==> config.mk <==
export PLATFORM = sky130hd
export DESIGN_NAME = conv_cfg_sequencer
export DESIGN_NICKNAME = d
export VERILOG_FILES = /design/src/rtl/conv_cfg_sequencer.sv
export SDC_FILE = /design/constraint.sdc
export NUM_CORES = 1
export LEC_CHECK = 0
export CAP_MARGIN = 20
export CORE_ASPECT_RATIO = 1.2
export CORE_MARGIN = 4
export CORE_UTILIZATION = 36
export DETAILED_ROUTE_END_ITERATION = 12
export HOLD_SLACK_MARGIN = 0.02
export PLACE_DENSITY = 0.7
export SLEW_MARGIN = 5
export SYNTH_ARGS = -nofsm -noshare
export SYNTH_HDL_FRONTEND = slang
export SYNTH_SLANG_ARGS = --single-unit
==> constraint.sdc <==
create_clock -name clk_in -period 2.3 [get_ports clk_in]
set_input_delay 0.345 -clock clk_in [delete_from_list [all_inputs] [get_ports clk_in]]
set_output_delay 0.345 -clock clk_in [all_outputs]
set_load 0.1 [all_outputs]
==> src/rtl/conv_cfg_sequencer.sv <==
// Single command master for the LTC2195 ADC and AD9783 DAC drivers: replays a boot
// table from an external ROM after reset, then serves one host command at a time.
module conv_cfg_sequencer #(
    parameter int N_BOOT      = 8,
    parameter int WAIT_CYCLES = 1024,
    parameter int TBL_AW      = 8
) (
    input  logic              clk_in,
    input  logic              rst_in,
    output logic [TBL_AW-1:0] tbl_addr,
    input  logic [32:0]       tbl_data,
    input  logic              host_req,
    input  logic              host_target,
    input  logic [15:0]       host_addr,
    input  logic [15:0]       host_data,
    output logic              host_ack,
    output logic [15:0]       host_rdata,
    output logic              adc_cmd_trig,
    output logic [15:0]       adc_cmd_addr,
    output logic [15:0]       adc_cmd_data,
    output logic              dac_cmd_trig,
    output logic [15:0]       dac_cmd_addr,
    output logic [15:0]       dac_cmd_data,
    input  logic [15:0]       dac_rdata_in,
    output logic              boot_done,
    output logic              busy
);

    typedef enum logic [2:0] {
        S_BFETCH, S_BISSUE, S_BWAIT, S_READY, S_HISSUE, S_HWAIT
    } state_t;

    localparam logic [15:0]       WAIT_LOAD = 16'(WAIT_CYCLES - 1);
    localparam logic [TBL_AW-1:0] LAST_IDX  = TBL_AW'(N_BOOT - 1);

    state_t            state_q;
    logic [TBL_AW-1:0] idx_q;
    logic [15:0]       cnt_q;
    logic [15:0]       cnt_d;
    logic              tgt_q;
    logic [15:0]       haddr_q;
    logic [15:0]       hdata_q;
    logic              adc_trig_q, dac_trig_q;
    logic [15:0]       adc_addr_q, adc_data_q;
    logic [15:0]       dac_addr_q, dac_data_q;
    logic              ack_q;
    logic [15:0]       rdata_q;
    logic              boot_done_q;

    logic              issue_en;
    logic              iss_tgt;
    logic [15:0]       iss_addr;
    logic [15:0]       iss_data;
    logic              wait_done;

    // Boot issues straight from the ROM word; host issues from the latched request.
    always_comb begin
        issue_en = (state_q == S_BISSUE) || (state_q == S_HISSUE);
        iss_tgt  = tgt_q;
        iss_addr = haddr_q;
        iss_data = hdata_q;
        if (state_q == S_BISSUE) begin
            iss_tgt  = tbl_data[32];
            iss_addr = tbl_data[31:16];
            iss_data = tbl_data[15:0];
        end
        cnt_d     = cnt_q - 16'd1;
        wait_done = (cnt_q == 16'd1);
    end

    always_ff @(posedge clk_in) begin
        if (rst_in) begin
            state_q     <= S_BFETCH;
            idx_q       <= '0;
            cnt_q       <= '0;
            tgt_q       <= 1'b0;
            haddr_q     <= '0;
            hdata_q     <= '0;
            adc_trig_q  <= 1'b0;
            dac_trig_q  <= 1'b0;
            adc_addr_q  <= '0;
            adc_data_q  <= '0;
            dac_addr_q  <= '0;
            dac_data_q  <= '0;
            ack_q       <= 1'b0;
            rdata_q     <= '0;
            boot_done_q <= 1'b0;
        end else begin
            adc_trig_q <= 1'b0;
            dac_trig_q <= 1'b0;
            ack_q      <= 1'b0;

            if (issue_en) begin
                cnt_q <= WAIT_LOAD;
                if (iss_tgt) begin
                    dac_trig_q <= 1'b1;
                    dac_addr_q <= iss_addr;
                    dac_data_q <= iss_data;
                end else begin
                    adc_trig_q <= 1'b1;
                    adc_addr_q <= iss_addr;
                    adc_data_q <= iss_data;
                end
            end

            // The wait ends on the decrement to zero, giving WAIT_CYCLES+1 trig spacing.
            case (state_q)
                S_BFETCH: state_q <= S_BISSUE;
                S_BISSUE: state_q <= S_BWAIT;
                S_BWAIT: begin
                    cnt_q <= cnt_d;
                    if (wait_done) begin
                        if (idx_q == LAST_IDX) begin
                            state_q     <= S_READY;
                            boot_done_q <= 1'b1;
                        end else begin
                            idx_q   <= idx_q + 1'b1;
                            state_q <= S_BFETCH;
                        end
                    end
                end
                S_READY: begin
                    if (host_req && !ack_q) begin
                        tgt_q   <= host_target;
                        haddr_q <= host_addr;
                        hdata_q <= host_data;
                        state_q <= S_HISSUE;
                    end
                end
                S_HISSUE: state_q <= S_HWAIT;
                S_HWAIT: begin
                    cnt_q <= cnt_d;
                    if (wait_done) begin
                        ack_q   <= 1'b1;
                        rdata_q <= tgt_q ? dac_rdata_in : 16'h0000;
                        state_q <= S_READY;
                    end
                end
                default: state_q <= S_BFETCH;
            endcase
        end
    end

    assign tbl_addr     = idx_q;
    assign host_ack     = ack_q;
    assign host_rdata   = rdata_q;
    assign adc_cmd_trig = adc_trig_q;
    assign adc_cmd_addr = adc_addr_q;
    assign adc_cmd_data = adc_data_q;
    assign dac_cmd_trig = dac_trig_q;
    assign dac_cmd_addr = dac_addr_q;
    assign dac_cmd_data = dac_data_q;
    assign boot_done    = boot_done_q;
    assign busy         = (state_q != S_READY);

endmodule

Yosys cells after proc, flatten, opt, wreduce, memory -nomap -nowiden
Index checks and enable logic that the tools add are counted.
{ "classes": {"bitwise": 4, "n_mul": 0, "reduce_logical": 15, "n_lt_le_gt_ge": 0, "addsub": 2, "n_div": 0, "n_shift": 0, "eq_ne": 11, "mux": 14} }
{ "ops": {"columns": ["operator", "n"], "rows": [
  ["$mux 16", 5],
  ["$pmux 3 s6", 1],
  ["$eq 16x1->1 const B", 1],
  ["$sub 16x1->16 const B", 1],
  ["$mux 3", 3],
  ["$reduce_and 3->1", 3],
  ["$add 8x1->8 const B", 1],
  ["$eq 8x3->1 const B", 1],
  ["$reduce_and 2->1", 4],
  ["$eq 3x2->1 const B", 2],
  ["$eq 3x3->1 const B", 2],
  ["$ne 2x2->1 const B", 3],
  ["$reduce_or 2->1", 3],
  ["$mux 1", 4],
  ["$not 1->1", 4],
  ["$eq 3x1->1 const B", 1],
  ["$logic_not 3->1", 1],
  ["$ne 3x2->1 const B", 1],
  ["$mux 2", 1],
  ["$reduce_bool 2->1", 1],
  ["$logic_and 1x1->1", 1],
  ["$logic_not 1->1", 1],
  ["$logic_or 1x1->1", 1]
]} }
{ "word_totals": {"output_inout_bits": 93, "latchBits": 0, "register_bits": 144, "n_memories": 0, "romBits": 0, "input_bits": 85, "ram_bits": 0} }

Depth between registers and ports, before layout
{ "depth": {"depth_word": 4, "ltp_mapped": 9, "depth_no_buf": 6} }

Worst setup path after synthesis
OpenSTA, ideal clock, no wires.
{ "synth_timing": {"path_kind": "register to register", "from": "reg idx_q[2], in the netlist tbl_addr[2]", "to": "reg idx_q[7], in the netlist tbl_addr[7]", "arrival_ps": 2285, "stages_incl_launch_ff": 5, "period_less_slack_ps": 2355, "setup_slack_ps": -55, "t_required_ps": 2230, "cell_sequence": "dfxtp_1 > nand3_1 > or4_1 > or4_1 > a21oi_1"} }
{ "synth_between": {"elab_chain_len": 3, "elab_cells_between_ends": 4} }
{ "synth_lines": {"columns": ["element", "line_no", "text"], "rows": [
  ["start, declared", "37", "logic [TBL_AW-1:0] idx_q;"],
  ["start signal, assigned", "117", "idx_q <= idx_q + 1'b1;"],
  ["branches (longest 3 deep; another with $add 8x1->8)", null, null]
]} }
Several ways; the timed one is not identified.
A chain may end at the register's enable or synchronous reset.

Worst setup path after layout
{ "layout_timing": {"from": "reg state_q[1]", "to": "reg dac_data_q[0], in the netlist dac_cmd_data[0]"} }
{ "layout_between": {"elab_chain_len": 3, "elab_cells_between_ends": 6} }
{ "layout_lines": {"columns": ["element", "line_no", "text"], "rows": [
  ["start, declared", "36", "state_t state_q;"],
  ["start signal, assigned", "73", "state_q <= S_BFETCH;"],
  ["start signal, assigned", "108", "S_BFETCH: state_q <= S_BISSUE;"],
  ["start signal, assigned", "109", "S_BISSUE: state_q <= S_BWAIT;"],
  ["$eq 3x1->1 / $eq 3x3->1 (equally long branches)", "58, 62", null],
  ["$mux 1 / $logic_or 1x1->1 (equally long branches)", "62, 58", null],
  ["$reduce_and 2->1 (no source line)", null, null],
  ["end signal, assigned", "98", "dac_data_q <= iss_data;"],
  ["end, declared", "45", "logic [15:0] dac_addr_q, dac_data_q;"]
]} }
Several ways; a longest one is shown, not always the timed one.

==> out/metrics.cfg <==
[sta]
fin_ws_ns=0.121
timing.slew.headroom_pct=49.5
fin_crit_sh_pct=94.7
finalSetupViolations=0
rsz0062_at_grt=false
fin_skew_ns=0.0105
holdWs_ns=0.452
drv_slew=0
tns_ns=0
hold_viol_final=0
timing.fmax_ghz=0.459
worst_pin_slew_ns=0.757
period_needed_ns=2.18

[synth]
yosysWarnings=0
postSynthCellCount=707
yosysSeqAreaShare_pct=46.6
ys_types=52
ys_seq_elements=144
synth_nets=795
synth-main-ff-cell=dfxtp_1
async_flop_share_pct=0
syn_area_per_cell_um2=8.76
netlist_area_um2=6190
synth-edff-count=0

[grt]
first_global_vias=5693
grt_max_degree=67
grt_use_total_pct=18.8
grt_pass1_wl_um=29400
antenna_found_initial=0
grt_overflow=0

[layout]
final_common_cell=dfxtp_1
n_antenna_cell=0
most-common-layout-cells=dfxtp_1, buf_4, a21oi_1, clkdlybuf4s50_1, nand2_1
syn_to_final_growth_pct=38.5
layout-drive-gt1-share_pct=20.8
nNetsFinal=954

[critical_path]
reg2reg_depth=6
critical_path_arrival_ns=2.50
start_kind=flip-flop
worstSetupPathType=flip-flop to flip-flop
r2r-start=state_q[1]
crit_required_ns=2.62
regToRegEndpoint=dac_cmd_data[0]
ff2ff_setup_slack_ns=0.12
path_max_fanout=19
cp-end-kind=flip-flop

[routing]
finalWirelength_um=18100
vias=5834
drt_pass1_iterations=4
wl_per_cell_um=16.6
routed_via_density=5.33
drc=0
drtAntennaViolNets=0
drt_iter0_markers=266

[clocking]
numCtsBuffers=17
root_buffer=clkbuf_16
path_clk_slew_ns=0.06
clk_latency_ns=0.42
cts_sinks=144
hold_buffers=0
clockBufferDepth=2
cts_resized=0
htreeDepth=4
cts_tree=built
post-cts-setup-buffers=0

[die]
rows=52
start_util_pct=36.7
die-area_um2=19400
chipWidth_um=128
core-area_um2=16900
fp.dieH_um=152
ioPinCount=178

[placement]
gp_routability_congestion=0.787
pre_cts_ws_ns=0.0490
numPortBuffers=177
hpwl_um=12400

[pwr]
swShare_pct=49.9
p_comb_share_pct=52.2
p_per_area_nw_per_um2=1440
intPower_w=0.00619
p_seq_share_pct=27.5
p_sw_w=0.00618
clkPwrFrac_pct=20.3
power.leakage_nw=3.22
vdd_drop_max_v=0.00102

[run]
cap_violations=0

[min_path]
min_from=haddr_q[0]
min_path_type=flip-flop to flip-flop
hold-path-endpoint=haddr_q[0]
hold_depth=2

[status]
status=completed

[per-layer routing]
| layer | wire length [um] | vias up | global-route usage (%) |
|---|---|---|---|
| met1 | 7510 | 2737 | 22.4 |
| met3 | 959 | 34 | 5.22 |
| met4 | 526 | 0 | 7.54 |
| met2 | 9130 | 148 | 32.1 |
| met5 | 0 | - | 0 |
| li1 | - | 2915 | - |
[worst max-delay path by stage]
stage,start,cells after the start,slack (ns),to
after floorplan,tbl_addr[3],4,0.005,tbl_addr[7]
after global placement,tbl_data[32],6,0.10,dac_cmd_addr[11]
after detailed placement,tbl_data[32],6,0.05,dac_cmd_data[2]
after CTS,state_q[1],6,0.11,dac_cmd_data[0]
after global routing,state_q[1],6,0.01,dac_cmd_addr[13]
final,state_q[1],6,0.12,dac_cmd_data[0]
[area by class of cell]
type / count / area, um^2
repair buffers: 210 / 1850
clock buffers: 21 / 460
well taps: 216 / 270
fillers: 1586 / 8280
multi-input cells: 485 / 3000
clock inverters: 11 / 85.1
flip-flops and latches: 144 / 2890
inverters: 8 / 30.0
[synthesized netlist by cell type (all sizes together) (4+ instances only)]
cell type | count | area [um^2]
dfxtp | 144 | 2880
a21oi | 102 | 510
nand2 | 80 | 300
a211oi | 68 | 561
clkbuf | 56 | 210
nor2 | 39 | 146
mux2i | 32 | 320
o21ai | 30 | 150
nand4 | 18 | 113
buf | 14 | 85.1
or4 | 14 | 105
o31ai | 11 | 82.6
inv | 8 | 30.0
nor3 | 8 | 40.0
nand3 | 7 | 35.0
or3 | 6 | 37.5
nor2b | 5 | 31.3
xnor2 | 5 | 43.8
a2111oi | 4 | 53.8
a221oi | 4 | 35.0
nor4 | 4 | 31.3
or2 | 4 | 25.0
[cells by family (layout without fill, tap and decap cells)]
| logic type | Yosys count | after routing | synth area share (%) |
|---|---|---|---|
| AO/OA/AOI/OAI | 242 | 242 | 25.5 |
| AND/OR/NAND/NOR | 203 | 203 | 16.2 |
| flip-flops | 144 | 144 | 46.6 |
| buffers and inverters | 78 | 250 | 5.25 |
| multiplexers | 32 | 32 | 5.17 |
| XOR/XNOR | 5 | 5 | 0.707 |
| adder cells (fa/ha/maj) | 3 | 3 | 0.606 |
[sequential cells by signal, indices dropped and copies added, names as in the netlist, 3 cells and up]
signal	count
adc_cmd_addr	16
haddr_q	16
cnt_q	16
state_q	3
dac_cmd_addr	16
hdata_q	16
tbl_addr	8
dac_cmd_data	16
adc_cmd_data	16
host_rdata	16
[power groups by stage]
stage	Combinational [W]	Clock, W	Sequential (W)
3_5_place_dp	0.00646	0	0.00344
2_1_floorplan	0.00230	0	0.00604
6_report	0.00646	0.00251	0.00340
5_1_grt	0.00685	0.00266	0.00348
3_3_place_gp	0.00642	0	0.00343
4_1_cts	0.00648	0.00256	0.00340
[per-stage QoR]
step	utilization, %	cell area, um^2	power (W)	instances
after floorplan	-	6200	0.00835	707
after global placement	47.6	8020	0.00985	1063
after detailed placement	47.6	8020	0.00989	1063
after CTS	50.8	8570	0.0124	1095
after global routing	50.9	8580	0.0130	1095
final	50.9	8580	0.0124	1095
[critical path, cell delays in order (launching register included)]
cell and delay [ns]:
dfxtp_1 0.37, or3b_2 0.53, buf_4 0.27, a21o_1 0.27, and2_1 0.18, buf_4 0.21
a211oi_1 0.25
Note: power is estimated with default switching activity, not from simulation.
